$ cat config.mk
export PLATFORM = sky130hd
export DESIGN_NAME = game_controller_pmod_rx_multi
export DESIGN_NICKNAME = d
export VERILOG_FILES = /design/src/rtl/game_controller_pmod_rx_multi.sv
export SDC_FILE = /design/constraint.sdc
export NUM_CORES = 1
export LEC_CHECK = 0
export ABC_AREA = 1
export BUFFER_PORTS_ARGS = -buffer_cell sky130_fd_sc_hd__buf_2
export CAP_MARGIN = 20
export CORE_MARGIN = 2
export CORE_UTILIZATION = 50
export DETAILED_ROUTE_END_ITERATION = 16
export PLACE_DENSITY = 0.82
export SETUP_SLACK_MARGIN = 0.2
export SLEW_MARGIN = 20
export SYNTH_ARGS = -nofsm -noshare
export SYNTH_HDL_FRONTEND = slang
export SYNTH_SLANG_ARGS = --single-unit
$ cat constraint.sdc
create_clock -name clk -period 1.9 [get_ports clk]
set_clock_uncertainty 0.15 [all_clocks]
set_input_delay 0.38 -clock clk [delete_from_list [all_inputs] [get_ports clk]]
set_output_delay 0.38 -clock clk [all_outputs]
set_load 0.01 [all_outputs]
$ cat src/rtl/game_controller_pmod_rx_multi.sv
// Gaming PMOD serial receiver (data/clk/latch) for NUM_CTRL controllers.
// It checks the frame length, emits per-button press/release pulses and
// blanks its outputs through a link watchdog when frames stop arriving.
module game_controller_pmod_rx_multi #(
  parameter int unsigned NUM_CTRL       = 2,
  parameter int unsigned BITS_PER_CTRL  = 12,
  parameter int unsigned SYNC_STAGES    = 2,
  parameter int unsigned TIMEOUT_CYCLES = 1000000
) (
  input  logic                              clk,
  input  logic                              rst,
  input  logic                              pmod_data,
  input  logic                              pmod_clk,
  input  logic                              pmod_latch,
  output logic [NUM_CTRL*BITS_PER_CTRL-1:0] buttons,
  output logic [NUM_CTRL-1:0]               is_present,
  output logic [NUM_CTRL*BITS_PER_CTRL-1:0] pressed,
  output logic [NUM_CTRL*BITS_PER_CTRL-1:0] released,
  output logic                              frame_valid,
  output logic                              frame_error,
  output logic                              link_ok
);

  localparam int unsigned TOTAL  = NUM_CTRL * BITS_PER_CTRL;
  localparam int unsigned CNT_W  = $clog2(TOTAL + 2);
  localparam int unsigned WD_LIM = (TIMEOUT_CYCLES > 0) ? TIMEOUT_CYCLES : 1;
  localparam int unsigned WD_W   = $clog2(WD_LIM + 1);
  localparam bit          WD_EN  = (TIMEOUT_CYCLES != 0);

  logic [SYNC_STAGES-1:0] r_data_sync;
  logic [SYNC_STAGES-1:0] r_clk_sync;
  logic [SYNC_STAGES-1:0] r_latch_sync;
  logic                   r_clk_prev;
  logic                   r_latch_prev;

  logic [TOTAL-1:0]    r_shift;
  logic [CNT_W-1:0]    r_bit_cnt;
  logic [WD_W-1:0]     r_wd_cnt;
  logic [TOTAL-1:0]    r_buttons;
  logic [NUM_CTRL-1:0] r_present;
  logic [TOTAL-1:0]    r_pressed;
  logic [TOTAL-1:0]    r_released;
  logic                r_frame_valid;
  logic                r_frame_error;
  logic                r_link_ok;

  logic                w_data;
  logic                w_clk_fall;
  logic                w_latch_rise;
  logic                w_frame_ok;
  logic                w_frame_bad;
  logic                w_wd_hit;
  logic [TOTAL-1:0]    w_buttons_nxt;
  logic [NUM_CTRL-1:0] w_present_nxt;
  logic                w_link_nxt;

  assign w_data       = r_data_sync[SYNC_STAGES-1];
  assign w_clk_fall   = r_clk_prev & ~r_clk_sync[SYNC_STAGES-1];
  assign w_latch_rise = ~r_latch_prev & r_latch_sync[SYNC_STAGES-1];

  // Bring the asynchronous PMOD pins into the clk domain and keep a delayed copy for edge detection
  always_ff @(posedge clk) begin
    if (rst) begin
      r_data_sync  <= '0;
      r_clk_sync   <= '0;
      r_latch_sync <= '0;
      r_clk_prev   <= 1'b0;
      r_latch_prev <= 1'b0;
    end else begin
      r_data_sync  <= {r_data_sync[SYNC_STAGES-2:0], pmod_data};
      r_clk_sync   <= {r_clk_sync[SYNC_STAGES-2:0], pmod_clk};
      r_latch_sync <= {r_latch_sync[SYNC_STAGES-2:0], pmod_latch};
      r_clk_prev   <= r_clk_sync[SYNC_STAGES-1];
      r_latch_prev <= r_latch_sync[SYNC_STAGES-1];
    end
  end

  // Frame check, per-slice commit decode and watchdog blanking
  always_comb begin
    w_frame_ok    = w_latch_rise && (r_bit_cnt == CNT_W'(TOTAL));
    w_frame_bad   = w_latch_rise && !w_frame_ok;
    w_wd_hit      = WD_EN && !w_frame_ok && (r_wd_cnt == WD_W'(WD_LIM - 1));
    w_buttons_nxt = r_buttons;
    w_present_nxt = r_present;
    w_link_nxt    = r_link_ok;
    if (w_frame_ok) begin
      w_link_nxt = 1'b1;
      for (int unsigned k = 0; k < NUM_CTRL; k++) begin
        if (r_shift[k*BITS_PER_CTRL +: BITS_PER_CTRL] == '1) begin
          w_present_nxt[k]                             = 1'b0;
          w_buttons_nxt[k*BITS_PER_CTRL +: BITS_PER_CTRL] = '0;
        end else begin
          w_present_nxt[k]                             = 1'b1;
          w_buttons_nxt[k*BITS_PER_CTRL +: BITS_PER_CTRL] =
            r_shift[k*BITS_PER_CTRL +: BITS_PER_CTRL];
        end
      end
    end else if (w_wd_hit) begin
      w_link_nxt    = 1'b0;
      w_buttons_nxt = '0;
      w_present_nxt = '0;
    end
  end

  // Shift register and bit counter; a clk fall coinciding with a latch starts the next frame
  always_ff @(posedge clk) begin
    if (rst) begin
      r_shift   <= '0;
      r_bit_cnt <= '0;
    end else begin
      if (w_clk_fall) begin
        r_shift <= {r_shift[TOTAL-2:0], w_data};
      end
      if (w_latch_rise) begin
        r_bit_cnt <= w_clk_fall ? CNT_W'(1) : '0;
      end else if (w_clk_fall && (r_bit_cnt != CNT_W'(TOTAL + 1))) begin
        r_bit_cnt <= r_bit_cnt + CNT_W'(1);
      end
    end
  end

  // Saturating link watchdog, cleared only by accepted frames
  always_ff @(posedge clk) begin
    if (rst) begin
      r_wd_cnt <= '0;
    end else if (w_frame_ok) begin
      r_wd_cnt <= '0;
    end else if (WD_EN && (r_wd_cnt != WD_W'(WD_LIM))) begin
      r_wd_cnt <= r_wd_cnt + WD_W'(1);
    end
  end

  // Committed state with press/release events registered on the same edge
  always_ff @(posedge clk) begin
    if (rst) begin
      r_buttons     <= '0;
      r_present     <= '0;
      r_pressed     <= '0;
      r_released    <= '0;
      r_frame_valid <= 1'b0;
      r_frame_error <= 1'b0;
      r_link_ok     <= 1'b0;
    end else begin
      r_buttons     <= w_buttons_nxt;
      r_present     <= w_present_nxt;
      r_pressed     <= w_buttons_nxt & ~r_buttons;
      r_released    <= ~w_buttons_nxt & r_buttons;
      r_frame_valid <= w_frame_ok;
      r_frame_error <= w_frame_bad;
      r_link_ok     <= w_link_nxt;
    end
  end

  assign buttons     = r_buttons;
  assign is_present  = r_present;
  assign pressed     = r_pressed;
  assign released    = r_released;
  assign frame_valid = r_frame_valid;
  assign frame_error = r_frame_error;
  assign link_ok     = r_link_ok;

endmodule
[After elaboration in Yosys (flattened, before gate mapping)]
Cells that the tools add are included.
Storage, ports and cells
  register bits: 134
  bits of input ports: 5
  output and inout port bits: 77
Operators by class
  add/sub/neg operators: 2
  eq/ne operators: 6
  multiplexer cells: 13
  bitwise operators: 8
  reduce and logical (&&, ||, !) cells: 8
Operators with widths (number)
  bitwise AND 24 bit: 2
  two-way mux 24 bit: 2
  NOT 24 bit: 2
  equality test 12 bit, second input constant: 2
  two-way mux 12 bit: 2
  adder 20 x 1 -> 20 bit, second input constant: 1
  equality test 20 bit, second input constant: 1
  != test 20 bit, second input constant: 1
  two-way mux 5 bit: 2
  adder 5 x 1 -> 5 bit, second input constant: 1
  equality test 5 bit, second input constant: 1
  two-way mux 1 bit: 5
  != test 5 bit, second input constant: 1
  logical AND 1 bit: 4
  two-way mux 2 bit: 2
  nonzero test 2 bit: 2
  bitwise AND 1 bit: 2
  NOT 1 bit: 2
  OR reduction 2 bit: 1
  zero test 1 bit: 1

[Logic depth before layout (Yosys ltp)]
Gate-level depths: netlist (run 1).
  depth in word-level cells: 9
  gate-level depth with buffers: 11
  gate-level depth less buffers: 10

[Worst setup path after synthesis (run 1)]
No wires, ideal clock.
  kind: reg-to-reg
  from: register r_wd_cnt[0]
  to: register r_pressed[10] (netlist: pressed[10])
  data arrival time: 1.454 ns
  required time: 1.630 ns
  slack: 0.176 ns
  stages on the path, launching flop included: 12
  buffers on the path: 1
  clock period less this slack: 1.724 ns
  cell sequence: dfxtp_1 -> ha_1 -> inv_1 -> nor2_2 -> nand2_2 -> nor2_2 -> nand2_4 -> buf_6 -> nand3_1 -> nand2_1 -> nand2_1 -> nor2_1
On the way
  word-level cells in the longest chain between the ends: 5
Ends and longest elaborated chain
  start, declared: line 38  | logic [WD_W-1:0] r_wd_cnt;
  start signal, assigned: line 129  | r_wd_cnt <= r_wd_cnt + WD_W'(1);
  equality test 20 bit: line 82  | w_wd_hit = WD_EN && !w_frame_ok && (r_wd_cnt == WD_W'(WD_LIM - 1));
  logical AND 1 bit: line 82
  two-way mux 24 bit: line 98  | end else if (w_wd_hit) begin
  two-way mux 24 bit: line 86  | if (w_frame_ok) begin
  bitwise AND 24 bit: line 146  | r_pressed <= w_buttons_nxt & ~r_buttons;
  end signal, assigned: line 146
  end, declared: line 41  | logic [TOTAL-1:0] r_pressed;
No other way between the ends.
A chain may end at the register's enable or synchronous reset.

[Worst setup path after layout (run 1)]
  from: register r_wd_cnt[1]
  to: register r_wd_cnt[12]
On the way
  word-level cells in the longest chain between the ends: 1
Ends and longest elaborated chain (line)
  adder 20 x 1 -> 20 bit or != test 20 bit (tied branches): 129, 128
Several ways; a longest one is shown, not always the timed one.

==> results of run 1 <==
worst register-to-register path, cell delays in order, from the launching register on:
cell and delay (ps):
dfxtp_4 370, ha_4 150, inv_4 40, nor2_4 100, nand2_4 80, nor2_2 230, nand2_1 170, o21ai_0 240
a21oi_1 60
final timing paths:
kind	end	slack, ps	cells past startpoint
setup / recovery	r_wd_cnt[12]	190	8
hold / removal	r_latch_sync[1]	260	2
setup reg to reg	r_wd_cnt[12]	190	8
hold reg to reg	r_latch_sync[1]	260	2
cell usage after synthesis:
master,instances,area (sq um)
nand2_2,2,12.5
inv_1,66,248
nor2_2,4,25.0
xnor2_1,1,8.76
nand3_2,1,10.0
nand3_1,71,355
nand2_1,107,402
nand4_2,1,12.5
nand4_1,11,68.8
buf_4,1,7.51
a21oi_1,35,175
nor4_1,3,18.8
nor2_4,3,33.8
o21ai_0,34,170
or2_1,1,6.26
or2_2,1,6.26
clkbuf_1,12,45.0
a21oi_2,1,8.76
xor2_1,2,17.5
clkinv_1,1,3.75
ha_1,5,62.6
inv_2,5,18.8
o21a_1,1,7.51
dfxtp_1,134,2680
nand3b_1,5,37.5
nand2_4,2,22.5
buf_6,7,78.8
nor2_1,120,450
nor3_1,8,40.0
buf_2,4,20.0
logic make-up (layout without fill, tap and decap cells):
group / after synthesis / after routing / share of synthesized area (%)
buffers and inverters: 96 / 232 / 8.34
AO/OA/AOI/OAI: 71 / 71 / 7.15
flip-flops: 134 / 134 / 53.1
AND/OR/NAND/NOR: 340 / 343 / 29.7
XOR/XNOR: 3 / 3 / 0.520
adder cells (fa/ha/maj): 5 / 5 / 1.24
power by group through the flow:
stage / registers (mW) / logic (mW) / clock network, mW
after floorplan: 2.92 / 0.0922 / 0
after global placement: 2.93 / 0.121 / 0
after detailed placement: 2.93 / 0.125 / 0
after CTS: 2.87 / 0.148 / 3.14
after global routing: 2.88 / 0.188 / 3.27
final: 2.87 / 0.170 / 3.14
sequential cells by signal (all words and copies together) (netlist names), 5 cells and up:
register   count
buttons       24
pressed       24
r_shift       24
released      24
r_wd_cnt      20
r_bit_cnt      5
area by class of cell:
cell class                 count  area, sq um
clock buffer                  23          467
clock inverter                 8         98.8
fill                         681         2880
inverter                      72          278
multi-input combinational    422         2310
sequential                   134         2700
tap                          133          166
timing repair buffer         129          878
timing repair:
action | in CTS | in global routing
buffers inserted | 12 | 16
pin swaps | 4 | 26
hold buffers | 4 | 0
endpoints found under the setup margin | 84 | 89
cloned | 3 | 2
resized for setup | 25 | 94
hold endpoints to repair | 7 | 0
metal layers:
metal / part of all wire (%) / track usage, %
met5: 0 / 0
met3: 6.0 / 6.74
met2: 50 / 37.6
met4: 2.4 / 7.63
met1: 42 / 26.3
metrics by stage:
step	instances	instance area [sq um]	hold WS (ps)	utilization, %
detailed placement	853	5600	248	57.2
finish	921	6890	256	70.5
floorplan	649	5060	238	-
global route	921	6890	277	70.5
CTS	903	6420	257	65.7
global placement	853	5600	247	57.2
placed cells by master, fill, tap and decap left out, types with 3 or more instances in the layout:
| cell type | n |
|---|---|
| nand3_1 | 49 |
| clkinv_2 | 3 |
| nor4_1 | 3 |
| nand2_1 | 75 |
| a21oi_1 | 34 |
| nand4_1 | 11 |
| clkbuf_1 | 3 |
| dlygate4sd3_1 | 4 |
| nor2_4 | 7 |
| nor2_1 | 111 |
| clkbuf_16 | 16 |
| inv_4 | 3 |
| buf_6 | 10 |
| dfxtp_1 | 129 |
| ha_1 | 3 |
| buf_2 | 81 |
| nor2_2 | 9 |
| nand3_2 | 22 |
| buf_12 | 4 |
| nand3b_1 | 5 |
| clkbuf_8 | 4 |
| buf_4 | 28 |
| dfxtp_4 | 3 |
| inv_2 | 11 |
| nor3_1 | 8 |
| nand2_8 | 4 |
| inv_1 | 57 |
| o21ai_0 | 32 |
| nand2_2 | 33 |
==> impl_results.md, run 1 <==
* Sequential fraction of the synthesis area at 53.1%
* Fraction of layout cells with a size suffix above 1 at around a third
* Total grt overflow at 0
* Area delta synth->final at 36.3%
* ANT cells at 0
* Outcome: finished, final reports clean
* Die Span Y at 105 um
* Crit share post-route at around 90%
* CTS Buffer Depth at 2
* RSZ-0062 raised after global routing: true
* Yosys warnings at 0
* Initial antenna violation count at 0
* Worst Slack Setup Final at about 190 ps
* Data arrival time of the worst path at between 1500 and 2000 ps
* Final Hold Fails at 0
* CP top delay family: simple AND/OR/NAND/NOR gates
* Vias in the first global route at 4302
* Setup_tns at 0 ps
* Largest net degree at the start of global routing at 63
* Vias/cell at between 5 and 6
* Full die area at approximately 11000 sq um
* Worst Path Required at 2160 ps
* GRT Total Usage at 22.0%
* Seq pwr share at a little under half
* Peak VDD IR at ~770 uV
* Pint at between 4 and 5 mW
* Post-synthesis area per instance at between 7 and 8 sq um
* Fin nets at between 700 and 800
* Reg2Reg Launch Point: r_wd_cnt[1]
* CP Capture Type: flop
* Slowest-stage cell, CP: dfxtp_4
* CTS root buffer: clkbuf_8
* Worst Setup SP: r_wd_cnt[1]
* Rel. slew slack at between 70 and 80%
* Worst-skew pair later-pin latency at approximately 530 ps
* Drt total wl at around 14000 um
* CORE AREA at 9770 sq um
* Total Power at about 6 mW
* Netlist cell types at 30
* Critical path startpoint category: flop
* Row count at 36
* First-pass GRT wire length at approximately 20000 um
* Clock Power Share at about half
* Synthesized cell area at ~5100 sq um
* CP Max Fanout at 4
* H-tree levels at 4
* Switching share of total power at around a fifth
* Clock sinks at 134
* CTS buffer count at 17
* Reg clk slew, reported paths at 60 ps
* Logic pwr share at between 2 and 3%
* Boundary pin count at 82
* LEAKAGE at around 3.2 nW
* Post-Synthesis Net Count at roughly 660
* Setup WS pre-CTS at approximately 38 ps
* DRC at 0
* Max-Cap Viols at 0
* Pwr/cell area at 897 nW/um^2
* Min-delay src: r_latch_sync[0]
* Final setup violation count at 0
* Final GP Congestion at about 0.83
* CP bufs+invs at 1
* Psw at between 1 and 1.5 mW
* Post-synthesis register bit count at roughly 130
* Synthesized instance count at ~650
* Via count at slightly below 5000
* Die Width at between 100 and 150 um
* Hpwl dp at ~7400 um
* Worst-path cell chain: ha_4 > inv_4 > nor2_4 > nand2_4 > nor2_2 > nand2_1 > o21ai_0 > a21oi_1
* Critical path type: flop to flop
* Max Freq at 584 MHz
* Initial Util at around half
* Input/output buffers at just over 80
* Slew @ Worst Pin at approximately 340 ps
* CTS tree: built
* Final Max Tran Viols at 0
* Starting DRC count in detailed routing at between 300 and 400
* Tmin final at ~1700 ps
* WL/cell at roughly 15 um
* Routed Antenna Nets at 0
* Worst Hold Class: flop to flop
* Critical Path Max Stage Delay at 370 ps
* TritonRoute pass-1 iters at 6
(Power assumes the default switching activity.)
==> run 2: changes to the inputs <==
- CTS_BUF_LIST: not set -> sky130_fd_sc_hd__clkbuf_2 sky130_fd_sc_hd__clkbuf_4 sky130_fd_sc_hd__clkbuf_8
==> run 2 against run 1 <==
Clock power down 25%. Combinational power about the same. Worst setup slack worse by 44 ps. Critical path type unchanged. Largest cell class unchanged. Final area down 2.4%. Utilization down 1.7 points. Power down 13%. Via count up 0.89%. Routed wire length up 1.8%. Register-to-register slack worse by 40 ps. Sequential share of layout area up 0.95 points. Highest routed layer unchanged. Non-clock buffer count down 4. First-iteration DRC count up 30%.
==> impl_results.md, run 2 (synthesis gave the netlist of run 1 again) <==
* CTS buffer count at 17
* Total grt overflow at 0
* Logic pwr share at approximately 3.2%
* CTS root buffer: clkbuf_8
* Final GP Congestion at slightly above 0.8
* Vias in the first global route at 4295
* Rel. slew slack at 77.1%
* Placed instance count at around 850
* Critical path type: flop to flop
* Full die area at 10900 sq um
* Area delta synth->final at 33.1%
* Row count at 36
* Die Width at ~100 um
* Slew @ Worst Pin at 341 ps
* CTS Buffer Depth at 2
* Initial antenna violation count at 0
* GRT Total Usage at between 20% and 30%
* Worst Hold Class: input port to flop
* Final Hold Fails at 0
* Most common cell after layout, fill and taps aside: dfxtp_1
* H-tree levels at 4
* Final Max Tran Viols at 0
* Critical path startpoint category: flop
* Final setup violation count at 0
* DRC at 0
* Via count at between 4000 and 5000
* Seq pwr share at between 50% and 60%
* Crit share post-route at between 90% and 100%
* Worst Path Required at approximately 2100 ps
* WHS at ~20 ps
* Placed cell area at between 5000 and 6000 sq um
* CP Max Fanout at 7
* Starting DRC count in detailed routing at approximately 460
* Vias/cell at approximately 5.3
* CORE AREA at between 9000 and 10000 sq um
* Max Freq at 569 MHz
* Initial Util at 51.7%
* Tmin final at between 1500 and 2000 ps
* Peak VDD IR at 535 uV
* Data arrival time of the worst path at slightly below 2000 ps
* Psw at roughly 1.2 mW
* Die Span Y at 105 um
* WL/cell at about 15 um
* Outcome: finished, final reports clean
* ANT cells at 0
* LEAKAGE at between 3 and 4 nW
* RSZ-0062 raised after global routing: true
* Reg clk slew, reported paths at 70 ps
* Most frequent cells in the layout: dfxtp_1, nor2_1, buf_2
* Finished Cell Area at around 6700 sq um
* CP Capture Type: flop
* Largest net degree at the start of global routing at 63
* First-pass GRT wire length at 19700 um
* Max-Cap Viols at 0
* Routed Antenna Nets at 0
* Clock sinks at between 100 and 150
* Finished Core Util at between 60% and 70%
* Input/output buffers at 81
* R2R Setup Slk at between 100 and 150 ps
* Fin nets at a little under 800
* Non-Filler Instances at between 900 and 1000
* Pwr/cell area at roughly 800 nW/um^2
* Fraction of layout cells with a size suffix above 1 at between 30% and 40%
* CTS tree: built
* Hpwl dp at between 7000 and 8000 um
* Switching share of total power at between 20 and 25%
* Worst-skew pair later-pin latency at approximately 450 ps
* Boundary pin count at 82
* Pint at 4.20 mW
* Drt total wl at about 14000 um
* Setup_tns at 0 ps
* Clock Power Share at a little over two fifths
* TritonRoute pass-1 iters at 5
run 2: layer usage:
metal  global-route usage (%)  up-vias  share of wire, %
met2                     37.5      229                50
met4                     10.9        0               4.0
li1                         -     2324                 -
met5                        0        -                 0
met3                     5.80       54               6.4
met1                     26.5     2241                39
run 2: through the flow:
stage | power [mW] | setup slack (ps)
global route | 5.56 | 57.9
floorplan | 3.02 | 232
CTS | 5.37 | 174
detailed placement | 3.06 | 38.3
finish | 5.39 | 144
global placement | 3.05 | 98.2
run 2: worst paths after layout:
check / cells after the start / endpoint / from
setup / recovery: 10 / pressed[7] / r_bit_cnt[1]
hold / removal: 3 / r_clk_sync[0] / pmod_clk
setup reg to reg: 10 / pressed[7] / r_bit_cnt[1]
hold reg to reg: 2 / r_latch_sync[1] / r_latch_sync[0]
run 2: power groups by stage:
stage / combinational [mW] / sequential [mW] / clock, mW
finish: 0.170 / 2.87 / 2.35
global route: 0.184 / 2.87 / 2.50
CTS: 0.142 / 2.86 / 2.37
detailed placement: 0.125 / 2.93 / 0
global placement: 0.121 / 2.93 / 0
floorplan: 0.0922 / 2.92 / 0
run 2: worst max-delay path, stage by stage (launching register included):
cell and delay (ps):
dfxtp_2 330, inv_2 90, ha_4 150, nand4_4 120, nor2_4 150, buf_6 170
buf_8 140, nand3_1 120, nand2_2 120, nand2_2 60, nor2_1 100
run 2: cell type report:
type / instances / area [sq um]
Multi-Input combinational cell: 422 / 2360
Timing Repair Buffer: 125 / 818
Clock buffer: 23 / 298
Sequential cell: 134 / 2700
Tap cell: 133 / 166
Fill cell: 675 / 3050
Inverter: 72 / 285
Clock inverter: 8 / 98.8
run 2: timing repair:
item / CTS / global route
pin swaps: 5 / 35
endpoints found under the hold margin: 2 / 0
hold buffers: 2 / 0
endpoints found under the setup margin: 88 / 91
resized for setup: 21 / 110
gates cloned: 3 / 2
setup buffers: 10 / 16
==> run 3: changes to the inputs <==
- CORE_MARGIN: 2 -> 3
==> run 3 against run 2 <==
Global-route usage decreased by 0.35 points. Flip-flop and latch count unchanged. Sequential power about the same. Routed wire length grew 2.8%. Critical path type unchanged. Critical endpoint is now released[16]. Largest cell class unchanged. Highest routed layer unchanged.
==> impl_results.md, run 3 (synthesis gave the netlist of run 1 again) <==
* Slew @ Worst Pin at 362 ps
* CTS root buffer: clkbuf_8
* Met2 wire len at 6900 um
* Worst Hold Class: input port to flop
* TritonRoute pass-1 iters at 6
* Final Max Tran Viols at 0
* Critical Path Max Stage Delay at 410 ps
* Largest net degree at the start of global routing at 64
* Total grt overflow at 0
* Peak VDD IR at about 600 uV
* CP Max Fanout at 7
* GRT Total Usage at a little over a fifth
* DRC at 0
* Worst R2R Path Depth at 7
* R2R Setup Slk at roughly 90 ps
* Non-Filler Instances at around 910
* Rel. slew slack at about three quarters
* LEAKAGE at ~3.1 nW
* Met3 wire length at 1270 um
* CTS tree: built
* CORE AREA at between 9000 and 10000 sq um
* WL/cell at between 15 and 20 um
* Vias in the first global route at roughly 4500
* Reg clk slew, reported paths at 80 ps
* Via count at just under 5000
* Initial Util at between 50% and 60%
* CTS Buffer Depth at 2
* Crit share post-route at between 90% and 100%
* Critical path type: flop to flop
* Final setup violation count at 0
* Die Span Y at roughly 110 um
* Routed Antenna Nets at 0
* Placed instance count at between 800 and 900
* Final GP Congestion at between 0.8 and 0.9
* Final Hold Fails at 0
* Max Freq at 552 MHz
* Outcome: finished, final reports clean
* Worst R2R End: released[16]
* Drt total wl at between 10000 and 15000 um
* WHS Path Cells at 2
* Fraction of layout cells with a size suffix above 1 at approximately 28%
* Max-Cap Viols at 0
* Worst-skew pair later-pin latency at 440 ps
* Clock sinks at between 100 and 150
* RSZ-0062 raised after global routing: false
* Full die area at between 10000 and 15000 sq um
* Filler cells at 725
* Tmin final at 1810 ps
* Boundary pin count at about 80
* Critical path startpoint category: flop
* Vias/cell at roughly 5.4
* Hpwl dp at approximately 7500 um
* Reg2Reg Launch Point: r_shift[23]
* Die Width at approximately 110 um
* Finished Core Util at slightly below 70%
* Fin nets at about 780
* Most common cell after layout, fill and taps aside: dfxtp_1
* Data arrival time of the worst path at between 2000 and 2500 ps
* First-pass GRT wire length at around 20000 um
* Total Power at between 5 and 6 mW
* Initial antenna violation count at 0
* Area delta synth->final at 31.9%
* Starting DRC count in detailed routing at 410
* Highest Signal Layer: met4
* Pwr/cell area at ~860 nW/um^2
* Row count at 36
* Min-delay src: rst
* Input/output buffers at 81
* Worst-path cell chain: inv_1 > nor3_2 > nand3b_1 > buf_4 > nand3_1 > nand3_4 > nor2_2
* Hold EP: released[18]
* M1 wire length at between 5000 and 6000 um
* Most frequent cells in the layout: dfxtp_1, nor2_1, nand2_1
* ANT cells at 0
* Worst Path Required at about 2100 ps
* Slowest-stage cell, CP: dfxtp_1
* H-tree levels at 4
* CTS buffer count at 17
* CP Capture Type: flop
==> run 3: area by class of cell <==
type,instances,area (sq um),area share [%]
timing repair buffer,117,821,12.3
clock inverter,15,216,3.25
tap,133,166,2.50
sequential,134,2690,40.4
timing repair inverter,1,7.51,0.113
multi-input combinational,422,2250,33.7
inverter,72,282,4.22
clock buffer,17,234,3.51
==> run 3: power by group <==
group          internal, mW  total (mW)  leakage [nW]  switching, mW
Combinational        0.0596       0.173          1.79          0.113
Sequential             2.84        2.87          1.09         0.0303
Clock                  1.46        2.68         0.220           1.22
Total                  4.36        5.72          3.10           1.36
==> run 3: how the worst max path moves through the flow <==
stage	startpoint	end	depth (start not counted)	slack (ps)
final	r_shift[23]	released[16]	7	90
after CTS	r_shift[5]	pressed[0]	7	220
after global routing	r_shift[23]	released[16]	7	20
after detailed placement	r_wd_cnt[1]	pressed[11]	10	-30
after global placement	r_wd_cnt[0]	released[22]	9	100
after floorplan	r_wd_cnt[0]	pressed[10]	11	230
==> run 3: worst max-delay path, delay by kind of cell, from the launching register on <==
family / cells / cell delay, ps
DFF: 1 / 410
and+or+nand+nor: 5 / 830
buffers and inverters: 2 / 350
==> run 3: what timing repair did <==
action | CTS | global route
gates resized for setup | 24 | 52
pin swaps | 6 | 17
setup endpoints to repair | 76 | 69
endpoints found under the hold margin | 3 | 0
hold buffers | 3 | 0
setup buffers | 10 | 10
cloned | 3 | 4
==> run 3: per-layer routing <==
layer	GRT usage [%]	vias to the layer above
met3	6.92	76
met1	26.1	2294
met5	0	-
met4	9.95	0
li1	-	2309
met2	36.3	281
==> run 3: metrics by stage <==
step	area (sq um)	worst slack, ps	TNS (ps)	hold WS, ps
finish	6670	88.8	0	50.7
global route	6670	17.6	0	53.6
CTS	6310	221	0	32.3
detailed placement	5580	-25.4	-35.8	252
global placement	5580	100	0	243
floorplan	5060	232	0	238
